==> src/rtl/int4_operand_loader_pkg.sv <==
// Shared INT4 accelerator constants, common to the operand loader and the MAC.
package int4_operand_loader_pkg;

  localparam int ACC_LANE_W        = 4;
  localparam int ACC_LANES_PER_BEAT = 8;
  localparam int ACC_BEAT_W        = ACC_LANE_W * ACC_LANES_PER_BEAT;
  localparam int ACC_BEATS         = 8;
  localparam int ACC_DATA_W        = ACC_BEAT_W * ACC_BEATS;
  localparam int ACC_VEC_W         = 264;

  function automatic logic [7:0] sat_inc(input logic [7:0] v);
    return (v == 8'hFF) ? v : v + 8'd1;
  endfunction

endpackage

==> src/rtl/int4_operand_loader.sv <==
// Assembles BEATS input beats of packed INT4 A/B operands into one vector pair
// and issues it to the MAC with first/last framing and a per-dot-product count.
module int4_operand_loader
  import int4_operand_loader_pkg::*;
#(
  parameter int BEAT_W = ACC_BEAT_W,
  parameter int BEATS  = ACC_BEATS,
  parameter int VEC_W  = ACC_VEC_W
) (
  input  logic              clk,
  input  logic              rst_n,
  input  logic              in_valid,
  output logic              in_ready,
  input  logic [BEAT_W-1:0] in_a,
  input  logic [BEAT_W-1:0] in_b,
  input  logic              in_last,
  input  logic              hold,
  input  logic              flush,
  output logic [VEC_W-1:0]  a_vec,
  output logic [VEC_W-1:0]  b_vec,
  output logic              int4_en,
  output logic              out_first,
  output logic              out_last,
  output logic [7:0]        vec_cnt,
  output logic              err
);

  localparam int DATA_W = BEAT_W * BEATS;
  localparam int CNT_W  = $clog2(BEATS);
  localparam logic [CNT_W-1:0] LAST_BEAT = CNT_W'(BEATS - 1);

  logic              ready_q;
  logic              first_pend;
  logic [CNT_W-1:0]  beat_cnt;
  logic [DATA_W-1:0] asm_a, asm_b;
  logic [DATA_W-1:0] full_a, full_b;
  logic              accept, is_final, frame_err, issue;

  assign in_ready  = ready_q & ~hold & ~flush;
  assign accept    = in_valid & in_ready;
  assign is_final  = (beat_cnt == LAST_BEAT);
  assign frame_err = accept & in_last & ~is_final;
  assign issue     = accept & is_final;

  // The final beat bypasses the assembly registers so it lands in the issued vector on the same edge.
  always_comb begin
    full_a = asm_a;
    full_b = asm_b;
    full_a[DATA_W-1 -: BEAT_W] = in_a;
    full_b[DATA_W-1 -: BEAT_W] = in_b;
  end

  always_ff @(posedge clk or negedge rst_n) begin
    if (!rst_n) begin
      ready_q    <= 1'b0;
      first_pend <= 1'b1;
      beat_cnt   <= '0;
      asm_a      <= '0;
      asm_b      <= '0;
      a_vec      <= '0;
      b_vec      <= '0;
      int4_en    <= 1'b0;
      out_first  <= 1'b0;
      out_last   <= 1'b0;
      vec_cnt    <= '0;
      err        <= 1'b0;
    end else begin
      ready_q   <= 1'b1;
      int4_en   <= issue;
      out_first <= issue & first_pend;
      out_last  <= issue & in_last;

      if (flush) begin
        beat_cnt   <= '0;
        first_pend <= 1'b1;
      end else if (frame_err) begin
        err        <= 1'b1;
        beat_cnt   <= '0;
        first_pend <= 1'b1;
      end else if (accept) begin
        asm_a[int'(beat_cnt)*BEAT_W +: BEAT_W] <= in_a;
        asm_b[int'(beat_cnt)*BEAT_W +: BEAT_W] <= in_b;
        beat_cnt <= is_final ? '0 : beat_cnt + 1'b1;
        if (is_final) begin
          a_vec      <= {{(VEC_W-DATA_W){1'b0}}, full_a};
          b_vec      <= {{(VEC_W-DATA_W){1'b0}}, full_b};
          first_pend <= in_last;
        end
      end

      // An issue can never coincide with the post-last clear: issues are BEATS accepts apart.
      if (issue) begin
        vec_cnt <= first_pend ? 8'd1 : sat_inc(vec_cnt);
      end else if (int4_en && out_last) begin
        vec_cnt <= '0;
      end
    end
  end

endmodule

==> config.mk <==
export PLATFORM = sky130hd
export DESIGN_NAME = int4_operand_loader
export DESIGN_NICKNAME = d
export VERILOG_FILES = /design/src/rtl/int4_operand_loader_pkg.sv /design/src/rtl/int4_operand_loader.sv
export SDC_FILE = /design/constraint.sdc
export NUM_CORES = 2
export LEC_CHECK = 0
export ABC_AREA = 0
export ABC_CLOCK_PERIOD_IN_PS = 5200
export CAP_MARGIN = 5
export CORE_MARGIN = 4
export CORE_UTILIZATION = 40
export CTS_CLUSTER_SIZE = 30
export DETAILED_ROUTE_END_ITERATION = 8
export GPL_ROUTABILITY_DRIVEN = 0
export PLACE_DENSITY = 0.62
export SETUP_SLACK_MARGIN = 0.5
export SYNTH_ARGS = -nofsm -noshare
export SYNTH_HDL_FRONTEND = slang
export SYNTH_SLANG_ARGS = --single-unit
==> constraint.sdc <==
create_clock -name clk -period 5.2 [get_ports clk]
set_input_delay 1.04 -clock clk [delete_from_list [all_inputs] [get_ports clk]]
set_output_delay 1.04 -clock clk [all_outputs]
set_load 0.01 [all_outputs]
After elaboration in Yosys (flattened, before gate mapping)

Cells that the tools add are included.

Register bits after elaboration: 1,041
Input bits: 70
Output and inout port bits: 541
Word-level logic and storage cells: 56

$add $sub $neg: 3
Eq/ne operators: 3
Shift operators: 3
Mux-type cells: 14
Bitwise operators: 12
Reduce and logical (&&, ||, !) cells: 9

Operators by type and width:

| kind                        | number |
|---|---|
| $bwmux W256                 | 2 |
| $shiftx A32 B33 Y256        | 2 |
| $shift A32 B33 Y256 const A | 1 |
| $neg A8 Y33                 | 1 |
| $mux W8                     | 4 |
| $mux W3                     | 4 |
| $add A8 B1 Y8 const B       | 1 |
| $and A1 B1 Y1               | 8 |
| $eq A8 B8 Y1 const B        | 1 |
| $reduce_and A2 Y1           | 3 |
| $reduce_bool A3 Y1          | 2 |
| $mux W1                     | 4 |
| $not A1 Y1                  | 4 |
| $reduce_and A4 Y1           | 1 |
| $add A3 B1 Y3 const B       | 1 |
| $eq A3 B3 Y1 const B        | 1 |
| $ne A3 B3 Y1 const B        | 1 |
| $reduce_and A3 Y1           | 1 |
| $reduce_bool A2 Y1          | 1 |
| $logic_and A1 B1 Y1         | 1 |

Longest topological paths before layout

Depth in word-level cells: 8
Mapped depth: 13
Gate-level depth less buffers: 7

Worst setup path before layout

No wires, ideal clock.

Path kind: flip-flop to flip-flop
Start: register beat_cnt[0]
End: register asm_a[128]
Library setup time: 0.124 ns
Arrival: 2.880 ns
Required time: 5.076 ns
Slack: 2.196 ns
Stages on the path, launching flop included: 14
Path buffers: 6
Period minus slack after synthesis: 3.004 ns
Path through: dfrtp_1 > buf_2 > clkbuf_1 > inv_1 > ha_1 > ha_1 > buf_4 > or4b_1 > or4_4 > buf_6 > buf_6 > buf_6 > nand2_1 > o21ai_1

Word-level cells in the longest chain between the ends: 5

Ends and longest elaborated chain:

| what                                                | RTL line                  | RTL |
|---|---|---|
| start, declared                                     | int4_operand_loader.sv:34 | `logic [CNT_W-1:0] beat_cnt;` |
| start signal, assigned                              | int4_operand_loader.sv:83 | `beat_cnt <= is_final ? '0 : beat_cnt + 1'b1;` |
| branches (longest 5 deep; another with $neg A8 Y33) | --                        |  |
| end signal, assigned by index                       | int4_operand_loader.sv:81 | `asm_a[int'(beat_cnt)*BEAT_W +: BEAT_W] <= in_a;` |
| end, declared                                       | int4_operand_loader.sv:35 | `logic [DATA_W-1:0] asm_a, asm_b;` |

Parallel ways; which one is timed is not known.
A chain may end at the register's enable or synchronous reset.

Worst setup path after layout

Start: input flush
End: register asm_b[206]

Word-level cells in the longest chain between the ends: 7

Ends and longest elaborated chain:

| what                          | RTL line                  | RTL |
|---|---|---|
| start, declared               | int4_operand_loader.sv:18 | `input logic flush,` |
| $not A1 Y1 (no line) *        | --                        |  |
| $and A1 B1 Y1                 | int4_operand_loader.sv:39 | `assign in_ready = ready_q & ~hold & ~flush;` |
| $and A1 B1 Y1                 | int4_operand_loader.sv:40 | `assign accept = in_valid & in_ready;` |
| $and A1 B1 Y1 (2 in series)   | int4_operand_loader.sv:42 | `assign frame_err = accept & in_last & ~is_final;` |
| $not A1 Y1 (no line)          | --                        |  |
| $reduce_and A3 Y1 (no line) * | --                        |  |
| end signal, assigned by index | int4_operand_loader.sv:82 | `asm_b[int'(beat_cnt)*BEAT_W +: BEAT_W] <= in_b;` |
| end, declared                 | int4_operand_loader.sv:35 |  |

Every way passes the cells marked *; elsewhere a longest branch is shown, timed or not.

==> flow_metrics.tcl <==
set metrics [dict create \
    p_leak_nw 25.5 \
    worst_pin_slew_ns 1.17 \
    cts.path.max_buffers 3 \
    drive_gt1_share_pct 13.1 \
    overflow 0 \
    first_pass_iters 5 \
    crit_arrival_ns 4.09 \
    crit_family "simple AND/OR/NAND/NOR gates" \
    cp.buffers_inverters 1 \
    wire_per_inst_um 21.2 \
    core-area_um2 93900 \
    cts_buffers 105 \
    crit_fanout 64 \
    ys_ff_latch 977 \
    via_per_inst 4.93 \
    antenna_found_initial 4 \
    yosys-top-cells-area "dfrtp_1, nand2_1, mux2_2" \
    seq_area_frac_synth_pct 64.3 \
    async_flop_share_pct 100 \
    powerDensity_nw_per_um2 326 \
    cts_hold_buf 0 \
    n_antenna_cell 0 \
    whs_endpoint "b_vec[211]" \
    critical_path_class "input port to flop" \
    synth.top_cell.area_share_pct 64.2 \
    finalHoldViolCount 0 \
    tritoncts "done" \
    postSynthCellCount 3603 \
    io_pins 611 \
    finalMaxSlewViolations 0 \
    grt_pass1_vias 27800 \
    critPathCaptureType "flop" \
    hold_slack_ns 0.447 \
    cap_violations 0 \
    start_util_pct 40.5 \
    drc 0 \
    reg2reg_slack_ns 1.81 \
    first_iter_violations 1976 \
    start_kind "input port" \
    ff_latch_area_um2 24500 \
    slowest_stage "nand2_4" \
    grt_util_all_layers_pct 23.2 \
    crit_chain "clkdlybuf4s50_1 > nand4bb_1 > nor4_4 > nand2_4 > mux2_2" \
    rsz0062_at_grt "no" \
    cts-resized-gates 0 \
    synth_cell_type_count 50 \
    reg2reg_from "beat_cnt[1]" \
    post-cts-setup-buffers 0 \
    synth_common_cells "nand2_1, dfrtp_1, mux2_2" \
    ctsRootBufferMaster "clkbuf_16" \
    drt-total-wl_mm 116 \
    area_delta_synth_final_pct 28.2 \
    fp.dieH_um 316 \
    grt_start_max_net_pins 206 \
    slowest_delay_ns 0.67 \
    port_buffers 594 \
    yosys.area.top_type "dfrtp_1" \
    finalWorstSetupSlack_ns 1.65 \
    yosys_warnings 0 \
    holdCritPathClass "flop to flop" \
    finalCriticalPeriod_ns 3.55 \
    status "complete, no violations" \
    cts.clk_slew.worst_paths_ns 0.06 \
    rows 112 \
    skew_ns 0.0225 \
    max_freq_ghz 0.282 \
    pre_cts_ws_ns 0.983 \
    avgSynthCellArea_um2 10.6 \
    cp.required_ns 5.74 \
    fin_tns_setup_ns 0 \
    synth_most_common_cell "nand2_1" \
    via_count 27000 \
    numClockSinks 977 \
    r2r_cells 8 \
    hold_start "asm_b[211]" \
    multiInputGateArea_um2 12500 \
    relSlewSlack_pct 22.2 \
    nNetsFinal 4224 \
    power_mw 15.9 \
    clkLatencyLatePin_ns 0.68 \
    ant_nets 0 \
    dieArea_um2 100000 \
    dp_cells 5293 \
    peakVddDrop_mv 0.241 \
    setup_viol 0 \
    synth_edf_count 0 \
    timing.rr.end "asm_b[135]" \
    hpwl_mm 73.7 \
    syn_area_um2 38000 \
    htree_levels 3 \
    finalNonFillerCells 5483 \
    nFillCells 8483 \
    grt_pass1_wl_mm 176 \
    finalCritPeriodShare_pct 68.3 \
    hold_depth 2 \
    synthFlopType "dfrtp_1" \
    fp.dieW_um 316 \
]
[cell usage in the layout (no fill, tap or decap), drive strengths merged, types with 3 or more instances in the layout]
cell type,synthesis,routed
nor4,3,3
mux2,321,321
nand3,7,7
a21oi,5,5
inv,74,80
nor3,7,7
conb,2,17
nand2b,3,3
o31ai,3,3
ha,8,8
dfrtp,976,976
mux2i,64,64
o21ai,132,132
and3,107,107
and2,24,24
clkinv,0,22
nand2,1610,1610
clkdlybuf4s50,0,593
buf,78,47
nor2,14,14
bufinv,0,7
clkbuf,141,154
[area by class of cell]
class | instances | share of cell area (%)
clock inverter | 36 | 0.841
inverter | 74 | 0.585
timing repair buffer | 640 | 13.3
sequential | 977 | 50.1
clock buffer | 154 | 6.32
multi-input combinational | 2348 | 25.6
tap | 1254 | 3.22
[tightest hold or removal path: cells and delay by family, from the launching register on]
family	cells	cell delay (ns)
flops	1	0.34
simple gates	2	0.10
[metal layers]
metal	GRT usage (%)	vias to the layer above	share of wire [%]
met4	8.46	0	3.8
met3	7.06	207	8.0
met5	0	-	0
met2	36.6	788	46
met1	30.3	13500	42
li1	-	12500	-
[cells by family (layout without fill, tap and decap cells)]
logic type,after synthesis,in the layout,synth area share [%]
and+or+nand+nor,1788,1788,18.9
DFF,977,977,64.3
muxes,385,385,11.2
buffers and inverters,293,904,3.31
AOI/OAI and AO/OA,150,150,2.09
adders and majority gates,8,8,0.263
other,2,17,0.0197
[registers in the layout, summed over array words and instances, names as in the netlist]
signal,flops
out_first,1
a_vec,256
first_pend,1
ready_q,1
beat_cnt,3
out_last,1
b_vec,256
err,1
int4_en,1
asm_b,224
asm_a,224
vec_cnt,8
[where the power goes]
group	switching, mW	leakage (nW)	internal, mW
combinational	0.339	10.5	0.174
clock	3.11	1.73	4.45
sequential	0.0639	13.2	7.74
total	3.52	25.5	12.4
[worst max path at each step]
stage,endpoint,cells past startpoint,start,slack (ns)
floorplan,asm_a[128],13,beat_cnt[0],2.20
global route,asm_b[206],5,flush,1.55
global placement,asm_b[197],5,flush,1.07
CTS,in_ready,3,flush,1.68
finish,asm_b[206],5,flush,1.65
detailed placement,asm_a[217],5,flush,0.98
[per-stage QoR]
stage,instance area (µm²),utilization (%)
floorplan,38100,-
global placement,45300,48.2
detailed placement,45300,48.2
CTS,48800,51.9
global route,48800,51.9
finish,48800,51.9
(Power assumes the default switching activity.)
